### config.mk
export PLATFORM = sky130hd
export DESIGN_NAME = cim_temp_mem_arbiter
export DESIGN_NICKNAME = d
export VERILOG_FILES = /design/src/rtl/cim_temp_mem_arbiter.sv
export SDC_FILE = /design/constraint.sdc
export NUM_CORES = 1
export LEC_CHECK = 0
export BUFFER_PORTS_ARGS = -buffer_cell sky130_fd_sc_hd__buf_2
export CORE_AREA = 4 4 149 187
export CTS_BUF_LIST = sky130_fd_sc_hd__clkbuf_4
export CTS_CLUSTER_DIAMETER = 40
export DETAILED_ROUTE_END_ITERATION = 12
export DIE_AREA = 0 0 153 191
export GPL_TIMING_DRIVEN = 0
export PLACE_DENSITY = 0.66
export SETUP_SLACK_MARGIN = 0.15
export SYNTH_ARGS = -nofsm -noshare
export SYNTH_HDL_FRONTEND = slang
export SYNTH_SLANG_ARGS = --single-unit
export TNS_END_PERCENT = 5
### constraint.sdc
create_clock -name clk -period 3.1 [get_ports clk]
set_clock_uncertainty 0.2 [all_clocks]
set_input_delay 0.31 -clock clk [delete_from_list [all_inputs] [get_ports clk]]
set_output_delay 0.31 -clock clk [all_outputs]
set_load 0.03 [all_outputs]
### src/rtl/cim_temp_mem_arbiter.sv
// Fixed-priority arbiter in front of the single-port temporary-result storage.
// Reads come back through an RD_LAT-deep pipeline tagged with the requesting source.
module cim_temp_mem_arbiter #(
    parameter int unsigned N_SRC  = 3,
    parameter int unsigned DEPTH  = 12,
    parameter int unsigned ADDR_W = $clog2(DEPTH),
    parameter int unsigned DATA_W = 16,
    parameter int unsigned RD_LAT = 2
) (
    input  logic                      clk,
    input  logic                      rst,
    input  logic [N_SRC-1:0]          read_req_src,
    input  logic [N_SRC-1:0]          write_req_src,
    input  logic [N_SRC*ADDR_W-1:0]   addr_table,
    input  logic [N_SRC*DATA_W-1:0]   write_data,
    output logic [N_SRC-1:0]          grant,
    output logic [DATA_W-1:0]         read_data,
    output logic [N_SRC-1:0]          read_valid,
    output logic                      addr_err,
    output logic [7:0]                conflict_cnt
);

    localparam logic [ADDR_W:0] DEPTH_L = (ADDR_W + 1)'(DEPTH);

    logic [DATA_W-1:0] mem [DEPTH];

    logic [N_SRC-1:0]  active;
    logic [ADDR_W-1:0] sel_addr;
    logic [DATA_W-1:0] sel_wdata;
    logic              is_write;
    logic              in_range;
    logic [N_SRC-1:0]  rd_grant;
    logic [DATA_W-1:0] rd_word;
    logic              conflict;

    logic [N_SRC-1:0]  vld_q [RD_LAT];
    logic [DATA_W-1:0] dat_q [RD_LAT];
    logic              addr_err_q;
    logic [7:0]        cnt_q;

    assign active = read_req_src | write_req_src;

    // Highest index wins: later loop iterations override earlier ones.
    always_comb begin
        grant     = '0;
        sel_addr  = '0;
        sel_wdata = '0;
        is_write  = 1'b0;
        if (!rst) begin
            for (int i = 0; i < N_SRC; i++) begin
                if (active[i]) begin
                    grant    = '0;
                    grant[i] = 1'b1;
                end
            end
        end
        for (int i = 0; i < N_SRC; i++) begin
            if (grant[i]) begin
                sel_addr  = addr_table[i*ADDR_W +: ADDR_W];
                sel_wdata = write_data[i*DATA_W +: DATA_W];
                is_write  = write_req_src[i];
            end
        end
    end

    assign in_range = {1'b0, sel_addr} < DEPTH_L;
    assign rd_grant = is_write ? '0 : grant;
    assign rd_word  = in_range ? mem[sel_addr] : '0;
    assign conflict = |(active & ~grant);

    // Storage is deliberately left uninitialised across reset.
    always_ff @(posedge clk) begin
        if (|grant && is_write && in_range) begin
            mem[sel_addr] <= sel_wdata;
        end
    end

    // Each stage only reloads data when a valid read passes through, so the
    // final stage holds the last returned word between reads.
    always_ff @(posedge clk) begin
        if (rst) begin
            for (int k = 0; k < RD_LAT; k++) begin
                vld_q[k] <= '0;
                dat_q[k] <= '0;
            end
        end else begin
            vld_q[0] <= rd_grant;
            if (|rd_grant) begin
                dat_q[0] <= rd_word;
            end
            for (int k = 1; k < RD_LAT; k++) begin
                vld_q[k] <= vld_q[k-1];
                if (|vld_q[k-1]) begin
                    dat_q[k] <= dat_q[k-1];
                end
            end
        end
    end

    always_ff @(posedge clk) begin
        if (rst) begin
            addr_err_q <= 1'b0;
            cnt_q      <= '0;
        end else begin
            addr_err_q <= |grant && !in_range;
            if (conflict && cnt_q != 8'hFF) begin
                cnt_q <= cnt_q + 8'd1;
            end
        end
    end

    assign read_data    = dat_q[RD_LAT-1];
    assign read_valid   = vld_q[RD_LAT-1];
    assign addr_err     = addr_err_q;
    assign conflict_cnt = cnt_q;

endmodule

# Word level (Yosys, flattened, before mapping)
# Memory sizes are Yosys's and may differ from the RTL's.
# Cells that the tools add are included.
[totals] register_bits=9 output_inout_bits=31 elab_cells=54 inputBits=68 memories=3 ram_bits=230
[mem_list] memory="mem" words=12 word_bits=16 rd=1 rd_clocked_by_memory_dff=0 write_ports=1 line_no="25" source="logic [DATA_W-1:0] mem [DEPTH];"
[mem_list] memory="dat_q" words=2 word_bits=16 rd=2 rd_clocked_by_memory_dff=0 write_ports=2 line_no="37" source="logic [DATA_W-1:0] dat_q [RD_LAT];"
[mem_list] memory="vld_q" words=2 word_bits=3 rd=2 rd_clocked_by_memory_dff=0 write_ports=2 line_no="36" source="logic [N_SRC-1:0] vld_q [RD_LAT];"
[classes] n_mux=30 add_sub_neg=1 n_bitwise=7 n_eq_ne=1 reduce_logical=9 order_cmp=1
[op_table] op="16-bit two-way mux" count=6
[op_table] op="3-bit two-way mux" count=6
[op_table] op="1-bit two-way mux" count=15
[op_table] op="4-bit two-way mux" count=3
[op_table] op="3-bit OR reduction" count=4
[op_table] op="8-bit by 1-bit adder with 8-bit output (second input constant)" count=1
[op_table] op="8-bit inequality test (second input constant)" count=1
[op_table] op="1-bit logical AND" count=4
[op_table] op="4-bit less-than comparator (second input constant)" count=1
[op_table] op="1-bit OR" count=4
[op_table] op="3-bit bitwise AND" count=1
[op_table] op="3-bit NOT" count=1
[op_table] op="3-bit OR" count=1
[op_table] op="1-bit logical NOT" count=1

# Depth between registers and ports, before layout
# Gate-level depths: netlist (run 1).
[depth] ltp_word=14 depth_mapped=10 ltp_nobuf=7

# Worst setup path after synthesis (run 1)
# OpenSTA, ideal clock, no wires.
[synth_timing] path_type="input -> register" start="input port write_req_src[1]" end="memory mem[10][0], enable pin" path_buffers=3 cell_stages=7 arrival_ns=2.565 slack_ns=-0.074 required_ns=2.491 setup_time_ns=0.409 path_cell_list="or2_1 -> buf_2 -> o311ai_2 -> nand2_1 -> buf_2 -> buf_1 -> nor3_1"
[synth_between] elab_chain_cells=11 word_cells_on_any_way=16 classes_between="order compare (1); mux (11); bitwise (1); reduce/logical (3)"
[synth_lines] element="from (decl)" line_no="13" source="input logic [N_SRC-1:0] write_req_src,"
[synth_lines] element="3-bit OR" line_no="41" source="assign active = read_req_src | write_req_src;"
[synth_lines] element="3-bit two-way mux (2 in series)" line_no="51" source="if (active[i]) begin"
[synth_lines] element="3-bit two-way mux" line_no="49" source="if (!rst) begin"
[synth_lines] element="4-bit two-way mux / 1-bit two-way mux (equally long branches) (3 in series)" line_no="58" source="if (grant[i]) begin"
[synth_lines] element="4-bit less-than comparator / 1-bit logical AND (equally long branches)" line_no="66, 73"
[synth_lines] element="1-bit logical AND" line_no="73" source="if (|grant && is_write && in_range) begin"
[synth_lines] element="1-bit two-way mux" line_no="73"
[synth_lines] element="1-bit two-way mux (not written as such)" line_no="74" source="mem[sel_addr] <= sel_wdata;"
[synth_lines] element="to (decl)" line_no="25"
# Several ways; a longest one is shown, not always the timed one.

# Final worst setup path (run 1)
[layout_timing] start="input port rst" end="output port grant[2]"
[layout_between] elab_chain_cells=1
[layout_lines] element="from (decl)" line_no="11" source="input logic rst,"
[layout_lines] element="3-bit two-way mux" line_no="49"
[layout_lines] element="to (decl)" line_no="16" source="output logic [N_SRC-1:0] grant,"
# Every way passes these cells.

==> results of run 1 <==
what timing repair did:
| item | in CTS | in global routing |
|---|---|---|
| buffers inserted | 0 | 0 |
| endpoints found under the hold margin | 16 | 0 |
| endpoints found under the setup margin | 2 | 13 |
| hold buffers | 6 | 0 |
| gates resized for setup | 2 | 2 |
how the worst max path moves through the flow:
| stage | startpoint | to | slack, ns | cells past startpoint |
|---|---|---|---|---|
| floorplan | write_req_src[1] | mem[10][0]$_DFFE_PP_ | -0.07 | 7 |
| global placement | write_req_src[1] | mem[11][9]$_DFFE_PP_ | -1.97 | 8 |
| detailed placement | write_req_src[2] | mem[9][12]$_DFFE_PP_ | -0.32 | 7 |
| CTS | write_req_src[1] | grant[0] | 0.21 | 6 |
| global route | write_req_src[1] | mem[6][15]$_DFFE_PP_ | 0.20 | 9 |
| finish | rst | grant[2] | 0.32 | 5 |
tightest hold or removal path, cell delays in order:
cell	delay, ns
buf_2	0.12
clkbuf_1	0.25
nor2b_1	0.16
layer usage:
metal	share of wire [%]	vias up
met3	5.9	38
met4	2.3	0
met2	53	221
met5	0	-
met1	39	2913
li1	-	2838
cell type report:
type                       instances  area, µm²
fill                            2238      13900
sequential                       239       7030
multi-input combinational        321       2630
timing repair buffer             121        764
clock buffer                      75        563
tap                              340        425
buffer                            55        402
clock inverter                    20        109
inverter                          22       82.6
antenna                            1       2.50
cells in the final DEF, fill, tap and decap left out, types with 18 or more instances in the layout:
| master | count |
|---|---|
| inv_1 | 22 |
| edfxtp_1 | 224 |
| a21oi_1 | 29 |
| and2_1 | 18 |
| buf_2 | 105 |
| buf_4 | 28 |
| clkbuf_4 | 75 |
| mux2i_1 | 97 |
| nand2_1 | 41 |
| buf_6 | 18 |
flip-flops by register name (all words and copies together) (netlist names):
name          count
conflict_cnt      8
mem             192
dat_q            32
vld_q             6
addr_err          1
kinds of logic after synthesis:
kind of cell	Yosys count
AO/OA/AOI/OAI	100
XOR/XNOR	7
adder cells (fa/ha/maj)	2
buffers and inverters	77
flip-flops	239
multiplexers	97
AND/OR/NAND/NOR	115
cells in the mapped netlist (2+ instances only):
master,number
nor2_1,14
and3_1,3
nor2b_1,7
clkbuf_1,9
nor3_1,16
buf_2,7
a221o_1,16
edfxtp_1,224
o311ai_2,2
a21oi_1,29
nand4_1,5
buf_6,7
buf_1,2
mux2i_1,97
buf_4,28
nand2_1,41
a211oi_2,2
and2_1,18
a221oi_2,16
nand3_1,5
xor2_1,6
dfxtp_1,15
o21a_1,3
a21oi_2,8
inv_1,22
a222oi_1,16
o21ai_0,3
or2_1,2
where the power goes:
group	switching [mW]	internal, mW	leakage [nW]
logic	0.432	0.253	1.98
clock network	1.15	1.21	0.408
registers	0.0274	3.66	1.98
==> run summary, run 1 <==
kind of launch point of the worst setup path - input pin
depth of the worst hold-timing path - 3
DP Worst Slack - -0.315 ns
placed cells - 1092
share of synthesized registers carrying an async set or reset - 0%
CTS tree - yes
# H-tree levels - 2
Sink Count - 239
Post-Route WL - 22.9 mm
Pwr Density - 561 mW/mm²
crit path time final - 2.78 ns
Final Wtd Congestion - 0.785
Final WS setup - 0.317 ns
RSZ-0062 raised after global routing - false
placed inst area - 0.0113 mm²
Via density - 5.03
hold path endpoint - vld_q[0][5]$_SDFF_PP0_
met2 Use GR - 27.8%
Clock Latency Late Sink - 0.64 ns
starting density of the core - 38.8%
syn avg cell area - 15.8 µm²
Setup TNS - 0 ns
vias in the first global route - 5973
IO Count - 99
Slew Viols, Final - 0
Synth Area in Adders - 0.224%
sequential fraction of the synthesis area - 69.8%
Synth area leaders - edfxtp_1 (67%), mux2i_1 (9.6%), dfxtp_1 (3.0%)
DRC Markers - 0
All-Layer GR Usage - 15.3%
reg2reg setup slack - 0.41 ns
post-synthesis mux area share - 9.64%
CP max stage delay - 0.66 ns
Hold Slack - 0.0366 ns
synthesis-stage register bit count - 239
drt first pass iters - 6
crit end category - output port
Layout Cells excl Fill - 1194
CP bufs+invs - 4
area leader, netlist - edfxtp_1
critical-path cell with the highest stage delay - nor2_1
mapped cell area - 0.0101 mm²
crit share post-route - 89.8%
Root Buffer - clkbuf_4
first-pass GRT wire length - 34.2 mm
post-synthesis to final-layout area growth - 19.3%
Design Power - 6.74 mW
met3 Use GR - 2.92%
Synth Area in XOR/XNOR - 0.609%
HP Class - input pin to flip-flop
Synth Net Count - 706
Synth Area in Compound Gates - 9.31%
grt met1 use - 18.1%
initial drt markers - 434
Hold Path Origin - rst
reg2reg end - dat_q[0][8]$_SDFFCE_PP0P_
die width - 153 µm
max_slew headroom - 31.3%
die area - 0.0292 mm²
critical path class - input pin to output port
DR vias - 6010
Leak - 4.36 nW
CTS Buf Count - 52
crit-path cells - buf_2, clkbuf_1, nor2_1, clkbuf_1, buf_2
Final ANT Viol Nets - 0
Worst EP required - 2.59 ns
final core occ - 46.3%
YS warnings - 0
initial antenna violation count - 1
critical path fanouts, max - 10
die height - 191 µm
Max Cap Viol - 0
Cells after Synth - 637
final setup vio count - 0
largest family of logic cells by synthesized area - multiplexers
critical path arrival - 2.27 ns
largest net degree at the start of global routing - 17
family with the most delay on the worst path - buffers and inverters
final instance area - 0.0120 mm²
Fmax - 359 MHz
Post-synth EDFFs - 224
post-synth cell types - 42
Max clock buf depth - 3
layout cells sized above 1 - 34.1%
drt wl/cell - 19.1 µm
row count - 66
Remaining Overflow, GRT - 0
area of the core - 0.0259 mm²
Port-buffer cells - 98
simple-gate area share of the yosys netlist - 5.63%
cell count of the worst reg-to-reg path - 6
clock slew at reported path FFs - 0.07 ns
Post-DP HPWL - 15.8 mm
Final Hold Fails - 0
Synth top area share - 66.8%
fin nets - 881
outcome - complete, no violations
Most used DFF post-synth - edfxtp_1
worst-margin pin slew - 1.03 ns
busiest grt layer - met2
r2r startpoint - vld_q[0][1]$_SDFF_PP0_
maximum VDD drop - 0.249 mV
(Power assumes the default switching activity.)
==> run 2: changes to the inputs <==
--- a/config.mk
+++ b/config.mk
@@ -12,7 +12,7 @@
 export DETAILED_ROUTE_END_ITERATION = 12
 export DIE_AREA = 0 0 153 191
 export GPL_TIMING_DRIVEN = 0
-export PLACE_DENSITY = 0.66
+export PLACE_DENSITY = 0.64
 export SETUP_SLACK_MARGIN = 0.15
 export SYNTH_ARGS = -nofsm -noshare
 export SYNTH_HDL_FRONTEND = slang
==> constraint.sdc (replaced) <==
create_clock -name clk -period 3.5 [get_ports clk]
set_clock_uncertainty 0.2 [all_clocks]
set_input_delay 0.35 -clock clk [delete_from_list [all_inputs] [get_ports clk]]
set_output_delay 0.35 -clock clk [all_outputs]
set_load 0.03 [all_outputs]
==> run 2 against run 1 <==
Against the previous run: die area unchanged; register-to-register slack better by 0.37 ns; largest power group unchanged; critical path depth rose by 1.
==> run summary, run 2 (same netlist as run 1, synthesis figures left out) <==
most common cell after layout, fill and taps aside - edfxtp_1
Final WS setup - 0.370 ns
critical path fanouts, max - 10
crit end category - output port
Post-DP HPWL - 16.5 mm
crit path time final - 3.13 ns
final instance area - 0.0122 mm²
Root Buffer - clkbuf_4
placed inst area - 0.0112 mm²
Post-CTS Setup Repair Bufs - 0
die height - 191 µm
Worst EP required - 2.95 ns
first-pass GRT wire length - 35.8 mm
Port-buffer cells - 98
DRC Markers - 0
post-synthesis to final-layout area growth - 20.8%
initial antenna violation count - 1
kind of launch point of the worst setup path - input pin
Final Wtd Congestion - 0.802
RSZ-0062 raised after global routing - false
CTS tree - yes
Design Power - 6.11 mW
# H-tree levels - 2
met2 Use GR - 29.7%
maximum VDD drop - 0.203 mV
grt met1 use - 18.8%
starting density of the core - 38.8%
Max Cap Viol - 0
Setup TNS - 0 ns
CP max stage delay - 0.71 ns
final setup vio count - 0
max_slew headroom - 36.8%
die area - 0.0292 mm²
row count - 66
Pwr Density - 503 mW/mm²
critical-path cell with the highest stage delay - clkbuf_1
drt wl/cell - 19.6 µm
CP bufs+invs - 4
critical path class - input pin to output port
family with the most delay on the worst path - buffers and inverters
IO Count - 99
crit-path cells - buf_2, or2_1, buf_2, nor4_4, clkbuf_1, buf_2
Final Hold Fails - 0
Hold Slack - 0.0344 ns
DR vias - 6067
max FFs per register - 192
Remaining Overflow, GRT - 0
met3 Use GR - 2.97%
most flop-heavy register - mem
busiest grt layer - met2
Crit path top cell by count - buf_2
Sink Count - 239
initial drt markers - 460
crit share post-route - 89.4%
DP Worst Slack - -0.149 ns
Post-Route WL - 23.6 mm
Leak - 4.42 nW
clock slew at reported path FFs - 0.07 ns
critical path arrival - 2.58 ns
fillcell total - 2324
reg2reg setup slack - 0.78 ns
commonest cells after routing, fill and taps aside - edfxtp_1 (224), buf_2 (105), mux2i_1 (97)
fin nets - 897
All-Layer GR Usage - 16.1%
outcome - complete, no violations
vias in the first global route - 6341
Clock Latency Late Sink - 0.70 ns
drt first pass iters - 7
worst-margin pin slew - 0.943 ns
CTS Buf Count - 57
Final ANT Viol Nets - 0
HP Class - input pin to flip-flop
Slew Viols, Final - 0
area of the core - 0.0259 mm²
Max clock buf depth - 3
Fmax - 320 MHz
die width - 153 µm
layout cells sized above 1 - 33.3%
Via density - 5.02
largest net degree at the start of global routing - 17
run 2: changes by cell type in the layout (fill, tap and decap cells not counted), sizes merged:
cell	before	now
clkbuf	84	87
buf	161	160
clkinv	17	16
dlygate4sd3	6	18
bufinv	1	2
run 2: worst register-to-register path, cell delays in order, from the launching register on:
cell,delay (ns)
dfxtp_1,0.32
nor3_1,0.54
inv_1,0.16
o2111ai_4,0.43
buf_2,0.42
a221oi_2,0.07
a221o_1,0.34
run 2: final cells by class:
cell class              instances  area [µm²]  area share, %
diodes                          1        2.50         0.0206
plain buffers                  55         400           3.29
clock buffers                  78         586           4.82
clock inverters                20         135           1.11
inverters                      22        82.6          0.679
multi-input cells             321        2630           21.6
flip-flops and latches        239        7030           57.8
well taps                     340         425           3.50
repair buffers                132         870           7.15
run 2: per-stage QoR:
stage / cells / util (%)
after global placement: 1075 / 42.4
after CTS: 1207 / 46.9
after floorplan: 637 / -
after detailed placement: 1091 / 43.4
after global routing: 1208 / 46.9
final: 1208 / 46.9
run 2: repair_timing:
| item | CTS | global route |
|---|---|---|
| hold buffers | 18 | 0 |
| gates cloned | 0 | 0 |
| endpoints found under the setup margin | 2 | 37 |
| hold endpoints to repair | 61 | 0 |
| gates resized for setup | 1 | 1 |
run 2: final timing paths:
path	startpoint	end	cells past startpoint
worst max-delay path	write_req_src[1]	grant[0]	6
worst min-delay path	write_data[41]	mem[1][9]$_DFFE_PP_	3
worst max register to register	vld_q[0][1]$_SDFF_PP0_	dat_q[0][12]$_SDFFCE_PP0P_	6
worst min register to register	vld_q[0][1]$_SDFF_PP0_	vld_q[0][4]$_SDFF_PP0_	1
run 2: per-layer routing:
layer,share of wire (%),vias to the layer above
li1,-,2888
met1,39,2946
met2,54,199
met3,5.6,34
met4,1.6,0
met5,0,-
run 2: report_power, final:
| part | internal, mW | leakage, nW | switching [mW] | total (mW) |
|---|---|---|---|---|
| clock network | 1.18 | 0.426 | 1.05 | 2.22 |
| registers | 3.25 | 1.98 | 0.0246 | 3.27 |
| logic | 0.232 | 2.02 | 0.385 | 0.617 |
| total | 4.66 | 4.42 | 1.46 | 6.11 |
==> run 3: changes to the inputs <==
--- a/config.mk
+++ b/config.mk
@@ -5,12 +5,13 @@
 export SDC_FILE = /design/constraint.sdc
 export NUM_CORES = 1
 export LEC_CHECK = 0
+export ABC_AREA = 1
 export BUFFER_PORTS_ARGS = -buffer_cell sky130_fd_sc_hd__buf_2
-export CORE_AREA = 4 4 149 187
+export CORE_AREA = 4 4 155 194
 export CTS_BUF_LIST = sky130_fd_sc_hd__clkbuf_4
 export CTS_CLUSTER_DIAMETER = 40
 export DETAILED_ROUTE_END_ITERATION = 12
-export DIE_AREA = 0 0 153 191
+export DIE_AREA = 0 0 159 198
 export GPL_TIMING_DRIVEN = 0
 export PLACE_DENSITY = 0.64
 export SETUP_SLACK_MARGIN = 0.15
==> run 3 against run 2 <==
Against the previous run: register-to-register slack better by 0.71 ns; sequential share of layout area fell by 3.3 points; die area increased by 7.7%; count of clock-buffer cells in the layout up 7; non-clock buffer count increased by 14; wire length up 23%; setup slack got worse by 0.054 ns; fmax decreased by 1.7%; clock power shrank 4%; critical path type is now input pin to flip-flop; largest power group unchanged.
==> run summary, run 3 <==
initial drt markers - 733
Reg power frac - 52.5%
die height - 198 µm
worst-margin pin slew - 1.03 ns
Hold Slack - 0.0493 ns
placed cells - 1540
RSZ-0062 raised after global routing - true
final setup vio count - 0
max FFs per register - 192
critical path fanouts, max - 16
initial antenna violation count - 1
YS warnings - 0
HP Class - input pin to flip-flop
kind of launch point of the worst setup path - input pin
area leader, netlist - edfxtp_1
crit share post-route - 91.0%
Root Buffer - clkbuf_4
most instantiated cells after synthesis - nand2_1 (479), edfxtp_1 (224), nand4_1 (96)
Synth area leaders - edfxtp_1 (62%), nand2_1 (17%), nand4_1 (5.5%)
Remaining Overflow, GRT - 0
area of the core - 0.0282 mm²
All-Layer GR Usage - 18.1%
Layout Cells excl Fill - 1647
vias in the first global route - 8094
Sink Count - 239
most common cell after layout, fill and taps aside - nand2_1
Final Hold Fails - 0
Comb power frac - 13.1%
CTS Buf Count - 58
die area - 0.0315 mm²
share of synthesized registers carrying an async set or reset - 0%
Final ANT Viol Nets - 0
starting density of the core - 38.6%
switch share - 26.1%
# H-tree levels - 2
final core occ - 45.7%
crit end category - flip-flop
first-pass GRT wire length - 44.5 mm
Metal-1 WL - 11.2 mm
NetSw - 1.62 mW
die width - 159 µm
sequential fraction of the synthesis area - 64.5%
clock slew at reported path FFs - 0.06 ns
Int Power - 4.60 mW
fin nets - 1325
IO Count - 99
Leak - 5.40 nW
CTS tree - yes
most flop-heavy register - mem
largest net degree at the start of global routing - 17
Via density - 5.08
Clock Latency Late Sink - 0.70 ns
post-synth cell types - 34
Post-Route WL - 29.2 mm
Final Wtd Congestion - 0.869
commonest cells after routing, fill and taps aside - nand2_1 (479), edfxtp_1 (224), buf_2 (126)
Max clock buf depth - 3
reg2reg setup slack - 1.49 ns
drt first pass iters - 5
Max Cap Viol - 0
synthesis-stage register bit count - 239
top-count cell post-synth - nand2_1
metal3 WL - 2.25 mm
DR top layer - met4
syn avg cell area - 10.1 µm²
Synth top area share - 61.7%
row count - 69
post-synthesis to final-layout area growth - 18.4%
layout cells sized above 1 - 23.7%
clock network power share - 34.3%
DRC Markers - 0
critical path class - input pin to flip-flop
Post-synth EDFFs - 224
drt wl/cell - 17.7 µm
DR vias - 8361
Design Power - 6.22 mW
Fmax - 314 MHz
crit path time final - 3.18 ns
Slew Viols, Final - 0
Synth Net Count - 1145
Worst EP required - 3.56 ns
outcome - complete, no violations
metal2 WL - 14.1 mm
Port-buffer cells - 98
Most used DFF post-synth - edfxtp_1
critical path arrival - 3.24 ns
max_slew headroom - 31.0%
Post-DP HPWL - 20.9 mm
Cells after Synth - 1076
maximum VDD drop - 0.182 mV
Pwr Density - 482 mW/mm²
mapped cell area - 0.0109 mm²
==> run 3: routing by layer <==
metal	vias to the layer above	GRT usage, %
met5	-	0
met4	0	11.4
met3	95	3.44
met2	397	30.5
met1	3841	21.6
li1	4028	-
==> run 3: area by class of cell <==
| cell class | instances | area (µm²) |
|---|---|---|
| fill | 2595 | 15300 |
| multi-input combinational | 695 | 3210 |
| tap | 355 | 444 |
| clock buffer | 85 | 638 |
| buffer | 81 | 500 |
| timing repair buffer | 120 | 801 |
| antenna | 1 | 2.50 |
| sequential | 239 | 7030 |
| inverter | 61 | 231 |
| clock inverter | 10 | 45.0 |
==> run 3: critical path: stages <==
cell,delay [ns]
dlygate4sd3_1,0.54
buf_2,0.16
inv_2,0.17
nand2_2,0.10
nor2_4,0.24
nand2_1,0.10
o21ai_2,0.08
nor2_2,0.11
inv_2,0.12
buf_4,0.20
nand2_1,0.19
nor3_4,0.85
==> run 3: through the flow <==
step                area, µm²  setup WS (ns)  setup TNS [ns]
floorplan               10900          0.379               0
global placement        11800          -1.06          -68.32
detailed placement      12100          0.131               0
CTS                     12900          0.268               0
global route            12900          0.135               0
finish                  12900          0.316               0
==> run 3: repair_timing <==
| action | CTS | global route |
|---|---|---|
| hold endpoints to repair | 15 | 0 |
| setup buffers | 0 | 0 |
| hold buffers | 11 | 0 |
| endpoints found under the setup margin | 0 | 23 |
| resized for setup | 0 | 1 |
==> run 3: path summary, 6_finish.rpt <==
path                                start  cells past startpoint                           end
min reg2reg        vld_q[0][1]$_SDFF_PP0_                      2        vld_q[0][4]$_SDFF_PP0_
max                                   rst                     12          mem[10][1]$_DFFE_PP_
min                         addr_table[3]                      6           addr_err$_SDFF_PP0_
max reg2reg  conflict_cnt[1]$_SDFFE_PP0P_                      9  conflict_cnt[6]$_SDFFE_PP0P_
==> run 3: power by group through the flow <==
stage	Combinational [mW]	Sequential, mW	Clock (mW)
final	0.818	3.27	2.14
after global routing	0.894	3.27	2.38
after CTS	0.812	3.27	2.19
after detailed placement	0.800	3.33	0
after global placement	0.767	3.33	0
after floorplan	0.508	3.33	0
==> run 3: logic make-up after synthesis <==
group / after synthesis / synth area share, %
adders and majority gates: 1 / 0.115
buffers and inverters: 142 / 6.72
AOI/OAI and AO/OA: 16 / 0.804
and+or+nand+nor: 674 / 27.5
DFF: 239 / 64.5
xor gates and xnor gates: 4 / 0.322
